`config.mk`:
```
export PLATFORM = sky130hd
export DESIGN_NAME = mcu_bus_controller
export DESIGN_NICKNAME = d
export VERILOG_FILES = /design/src/rtl/mcu_bus_controller.sv
export SDC_FILE = /design/constraint.sdc
export NUM_CORES = 1
export LEC_CHECK = 0
export BUFFER_PORTS_ARGS = -buffer_cell sky130_fd_sc_hd__buf_2
export CORE_MARGIN = 8
export CORE_UTILIZATION = 50
export DETAILED_ROUTE_END_ITERATION = 10
export MAX_ROUTING_LAYER = met4
export PLACE_DENSITY = 0.72
export SLEW_MARGIN = 20
export SYNTH_ARGS = -nofsm -noshare
export SYNTH_HDL_FRONTEND = slang
export SYNTH_SLANG_ARGS = --single-unit
```
`constraint.sdc`:
```
create_clock -name clk -period 3.9 [get_ports clk]
set_clock_uncertainty 0.2 [all_clocks]
set_input_delay 0.975 -clock clk [delete_from_list [all_inputs] [get_ports clk]]
set_output_delay 0.975 -clock clk [all_outputs]
set_load 0.01 [all_outputs]
```
`src/rtl/mcu_bus_controller.sv`:
```
// Data-side MCU bus controller: handshaked access to a wait-stated RAM, input ports and output
// registers. Define MCU_INPUT_SYNC_EN to put two-flop synchronizers on mcu_input/kb_input.
module mcu_bus_controller #(
  parameter int unsigned              BUS_WIDTH   = 8,
  parameter int unsigned              DM_DEPTH    = 128,
  parameter logic [BUS_WIDTH-1:0]     IO_BASE     = 8'hF0,
  parameter int unsigned              NUM_OUT     = 2,
  parameter int unsigned              WAIT_STATES = 1
) (
  input  logic                         clk,
  input  logic                         rst,
  input  logic                         cpu_req,
  input  logic                         cpu_mw,
  input  logic [BUS_WIDTH-1:0]         cpu_addr,
  input  logic [BUS_WIDTH-1:0]         cpu_wdata,
  output logic [BUS_WIDTH-1:0]         cpu_rdata,
  output logic                         cpu_ack,
  output logic                         bus_err,
  input  logic [BUS_WIDTH-1:0]         mcu_input,
  input  logic [BUS_WIDTH-1:0]         kb_input,
  output logic [NUM_OUT*BUS_WIDTH-1:0] out_ports
);

  localparam int unsigned          RAM_AW  = (DM_DEPTH > 1) ? $clog2(DM_DEPTH) : 1;
  localparam logic [BUS_WIDTH-1:0] DM_TOP  = BUS_WIDTH'(DM_DEPTH);
  localparam logic [BUS_WIDTH-1:0] ADDR_IN = {BUS_WIDTH{1'b1}};
  localparam logic [BUS_WIDTH-1:0] ADDR_KB = {{(BUS_WIDTH-1){1'b1}}, 1'b0};

  typedef enum logic [1:0] {StIdle, StRamWait, StResp} state_e;

  state_e               state_q, state_d;
  logic [3:0]           cnt_q, cnt_d;
  logic [BUS_WIDTH-1:0] addr_q, wdata_q, rdata_q, rd_data, acc_addr;
  logic                 mw_q, acc_mw, acc_ram, cap, load_rd;
  logic [BUS_WIDTH-1:0] out_q [NUM_OUT];
  logic [NUM_OUT-1:0]   out_hit_q;
  logic                 ram_q, unmapped_q;
  logic [BUS_WIDTH-1:0] mem [DM_DEPTH];
  logic [BUS_WIDTH-1:0] in_s, kb_s;

`ifdef MCU_INPUT_SYNC_EN
  logic [BUS_WIDTH-1:0] in_s1, in_s2, kb_s1, kb_s2;

  always_ff @(posedge clk or posedge rst) begin
    if (rst) begin
      in_s1 <= '0;
      in_s2 <= '0;
      kb_s1 <= '0;
      kb_s2 <= '0;
    end else begin
      in_s1 <= mcu_input;
      in_s2 <= in_s1;
      kb_s1 <= kb_input;
      kb_s2 <= kb_s1;
    end
  end

  assign in_s = in_s2;
  assign kb_s = kb_s2;
`else
  assign in_s = mcu_input;
  assign kb_s = kb_input;
`endif

  // In IDLE the request fields are not captured yet, so decode straight from the bus.
  assign acc_addr = (state_q == StIdle) ? cpu_addr : addr_q;
  assign acc_mw   = (state_q == StIdle) ? cpu_mw : mw_q;
  assign acc_ram  = acc_addr < DM_TOP;

  always_comb begin
    out_hit_q = '0;
    for (int k = 0; k < NUM_OUT; k++) begin
      if (addr_q == IO_BASE + BUS_WIDTH'(k)) out_hit_q[k] = 1'b1;
    end
    ram_q      = addr_q < DM_TOP;
    unmapped_q = !ram_q && (out_hit_q == '0) && (addr_q != ADDR_IN) && (addr_q != ADDR_KB);
  end

  always_comb begin
    rd_data = '0;
    if (acc_ram) begin
      rd_data = mem[acc_addr[RAM_AW-1:0]];
    end else if (acc_addr == ADDR_IN) begin
      rd_data = in_s;
    end else if (acc_addr == ADDR_KB) begin
      rd_data = kb_s;
    end else begin
      for (int k = 0; k < NUM_OUT; k++) begin
        if (acc_addr == IO_BASE + BUS_WIDTH'(k)) rd_data = out_q[k];
      end
    end
  end

  always_comb begin
    state_d = state_q;
    cnt_d   = cnt_q;
    cap     = 1'b0;
    load_rd = 1'b0;
    unique case (state_q)
      StIdle: begin
        if (cpu_req) begin
          cap = 1'b1;
          if (acc_ram && WAIT_STATES > 0) begin
            state_d = StRamWait;
            cnt_d   = 4'(WAIT_STATES);
          end else begin
            state_d = StResp;
            load_rd = 1'b1;
          end
        end
      end
      StRamWait: begin
        if (cnt_q <= 4'd1) begin
          state_d = StResp;
          load_rd = 1'b1;
        end else begin
          cnt_d = cnt_q - 4'd1;
        end
      end
      StResp:  state_d = StIdle;
      default: state_d = StIdle;
    endcase
  end

  always_ff @(posedge clk or posedge rst) begin
    if (rst) begin
      state_q <= StIdle;
      cnt_q   <= '0;
      addr_q  <= '0;
      wdata_q <= '0;
      mw_q    <= 1'b0;
      rdata_q <= '0;
      for (int k = 0; k < NUM_OUT; k++) out_q[k] <= '0;
    end else begin
      state_q <= state_d;
      cnt_q   <= cnt_d;
      if (cap) begin
        addr_q  <= cpu_addr;
        wdata_q <= cpu_wdata;
        mw_q    <= cpu_mw;
      end
      // Read data is registered on the edge entering RESP so it lines up with cpu_ack.
      if (load_rd && !acc_mw) rdata_q <= rd_data;
      if (state_q == StResp && mw_q) begin
        for (int k = 0; k < NUM_OUT; k++) begin
          if (out_hit_q[k]) out_q[k] <= wdata_q;
        end
      end
    end
  end

  always_ff @(posedge clk) begin
    if (state_q == StResp && mw_q && ram_q) mem[addr_q[RAM_AW-1:0]] <= wdata_q;
  end

  always_comb begin
    out_ports = '0;
    for (int k = 0; k < NUM_OUT; k++) out_ports[k*BUS_WIDTH +: BUS_WIDTH] = out_q[k];
  end

  assign cpu_ack   = (state_q == StResp);
  assign bus_err   = cpu_ack && unmapped_q;
  assign cpu_rdata = rdata_q;

endmodule

```
==> flow_summary.toml <==
[clocking]
clk_path_buf_depth = 3
ctsRootBufferMaster = "clkbuf_16"
cts_tree = "done"
cts_sinks = 1071
post-cts-setup-buffers = 0
cts_hold_buf = 0
htreeDepth = 3
cts_made_buffers = 100
worstSkewPairLatency_ps = 670
clkTransAtPathRegs_ps = 60

[global_route]
met2_usage_pct = 38.09
gr-usage-all-layers_pct = 25.60
grt_pass1_vias = 26476
gr-total-overflow = 0
grt_use_met1_pct = 33.67
grt_max_degree = 132
use_met3_pct = 5.449
grt.busiest_layer = "met2"
antenna_found_initial = 4
grt_pass1_wl_mm = 175.0

[run_status]
violations = "negative setup slack"
status = "finished with violations"

[timing]
finalWorstSetupSlack_ps = -5.597
hold_viol_final = 0
finalSetupViolCount = 1
maxSlewHeadroom_pct = 33.71
period_share_pct = 100.1
min_period_ps = 3906
max_freq_mhz = 256.0
worst_slew_pin_slew_ps = 994.4
slew_violations = 0
whs_ps = 272.1

[layout]
final_cell_mix = "1,024 x edfxtp_1, 385 x nand2_1, 290 x buf_4, 160 x nor2_1, 126 x a21oi_1"
syn2layout_area_growth_pct = 16.31
nNetsFinal = 3006
fillCellCount = 6106
drive_gt1_share_pct = 22.61
multi_input_area_um2 = 9931
fin_area_um2 = 49510
ff_latch_area_um2 = 31960
instances_no_fill = 4195
final_common_cell = "edfxtp_1"
fin_util_pct = 58.43

[yosys]
synth_top_area_share_pct = 72.24
yosys_warnings = 0
yosys-top-cells-area = "edfxtp_1 72%, mux4_2 5.3%, nand2_1 3.4%, mux2i_1 2.8%, dfrtp_1 2.8%"
synth_ff_type = "edfxtp_1"
synth_area_um2 = 42570
syn_inst = 2640
synth_cell_types = 65
ys_seq_area_share_pct = 75.00
synth_nets = 2678
synth-edff-count = 1024
async_flop_share_pct = 4.388
syn-mean-instance-area_um2 = 16.12
yosysTopAreaCell = "edfxtp_1"
yosys_register_bits = 1071

[route]
drtIter0Drc = 4032
vias = 26530
detail_route.vias_per_cell = 6.324
detail_route.wl_per_cell_um = 28.52
ant_nets = 0
drc = 0
wirelength_mm = 119.6
first_pass_iters = 8

[critical_path]
path_class = "register to register"
critPathCaptureType = "register"
cp_max_fo = 25
arrival_ps = 4240
worstSetupStartpointType = "register"
cp.required_ps = 4230

[die]
core_um2 = 84750
chipWidth_um = 307.8
die_h_um = 307.8
io_pins = 62
start_util_pct = 50.23
num_rows = 107
die_area_um2 = 94730

[worst_hold_path]
hold_path_class = "primary input to async pin"

[placement]
port_buffers = 61
detailed_place.area_um2 = 46300
gp_congestion = 0.9473
dp_hpwl_mm = 77.04
dp_cells = 4009

[pwr]
ir_worst_vdd_mv = 1.205
power_per_cell_area_nw_per_um2 = 832.6
p_leak_nw = 16.73
fin_total_pwr_mw = 41.22

[run]
drv_cap = 0
-- Yosys cell counts (all sizes together) (3+ instances only) --
cell type     n
o211ai        7
mux2         36
or4           6
o21ai        35
a32oi        17
a22o         11
mux2i       118
a21oi       126
edfxtp     1024
nor2b         8
o21a          3
a211oi       33
a221oi       21
a2111oi      13
a311oi        8
o22ai        40
nand4        17
nand2       389
a31oi        34
or3b          3
o2111ai       5
buf          80
a31o          3
nor4          9
inv           7
dfrtp        47
mux4        101
o31ai        12
and3         21
nor3         15
a22oi        31
nor2        163
nor3b         3
nand3        82
and2          3
clkbuf       72
o221ai       10
nor4b         4
-- timing repair --
item,4_1_cts,5_1_grt
hold endpoints to repair,0,0
resized for setup,1,7
setup endpoints to repair,1,3
-- stage by stage --
step                      TNS, ps  setup slack (ps)
after global placement      -2061            -479.3
final                      -5.597            -5.597
after detailed placement    -2386            -539.3
after floorplan                 0             249.3
after global routing       -32.98            -32.98
after CTS                       0             23.18
-- critical path, stage by stage, from the launching register on --
cell and delay (ps):
dfrtp_1 400, buf_12 170, or3b_2 550, nand2_8 130
buf_4 330, mux4_2 370, a2111oi_0 850, buf_4 230
a22oi_1 150, a211oi_1 270, o31ai_1 100
-- power by group --
part	switching, mW	internal [mW]	leakage [nW]	total (mW)
sequential	0.653	14.5	9.78	15.2
clock	4.18	5.26	1.54	9.44
combinational	10.5	6.14	5.41	16.6
total	15.3	25.9	16.7	41.2
-- cells by family (layout without fill, tap and decap cells) --
kind of cell | Yosys count | count (layout) | share of synthesized area (%)
buffers and inverters | 159 | 566 | 1.916
and+or+nand+nor | 733 | 733 | 7.369
xor gates and xnor gates | 2 | 2 | 0.04116
DFF | 1071 | 1071 | 75.00
other | 0 | 4 | 0
muxes | 255 | 255 | 9.071
AOI/OAI and AO/OA | 418 | 418 | 6.546
adders and majority gates | 2 | 2 | 0.05878
-- routing by layer --
layer | vias to the layer above | share of wire, % | wire, um
met5 | - | 0 | 0
met4 | 0 | 5.3 | 6329
met3 | 360 | 12 | 14890
met2 | 1882 | 46 | 54480
met1 | 13255 | 37 | 43930
li1 | 11033 | - | -
-- final timing paths --
path / start / endpoint / slack (ps) / cells after the start
min in group clk: out_ports[14]$_DFFE_PP0P_ / out_ports[14]$_DFFE_PP0P_ / 340 / 1
setup reg to reg: state_q[0]$_DFFE_PP0P_ / cpu_rdata[1]$_DFFE_PP0P_ / -6 / 10
hold reg to reg: out_ports[14]$_DFFE_PP0P_ / out_ports[14]$_DFFE_PP0P_ / 340 / 1
setup / recovery: state_q[0]$_DFFE_PP0P_ / cpu_rdata[1]$_DFFE_PP0P_ / -6 / 10
hold / removal: rst / wdata_q[5]$_DFFE_PP0P_ / 270 / 2
max in group asynchronous: rst / wdata_q[7]$_DFFE_PP0P_ / 2620 / 2
-- final cells by class --
class                      count  share of cell area, %
tap                         1144                  2.891
clock inverter                55                 0.9502
inverter                       7                0.05559
clock buffer                 126                  5.400
multi-input combinational   1410                  20.06
antenna                        4                0.02022
sequential                  1071                  64.54
timing repair buffer         378                  6.085
-- flip-flops by register name, indices dropped and copies added (netlist names) --
signal / flops
addr_q: 8
cnt_q: 4
cpu_rdata: 8
mem: 1024
mw_q: 1
out_ports: 16
state_q: 2
wdata_q: 8
Power figures use the tool's default switching activity.
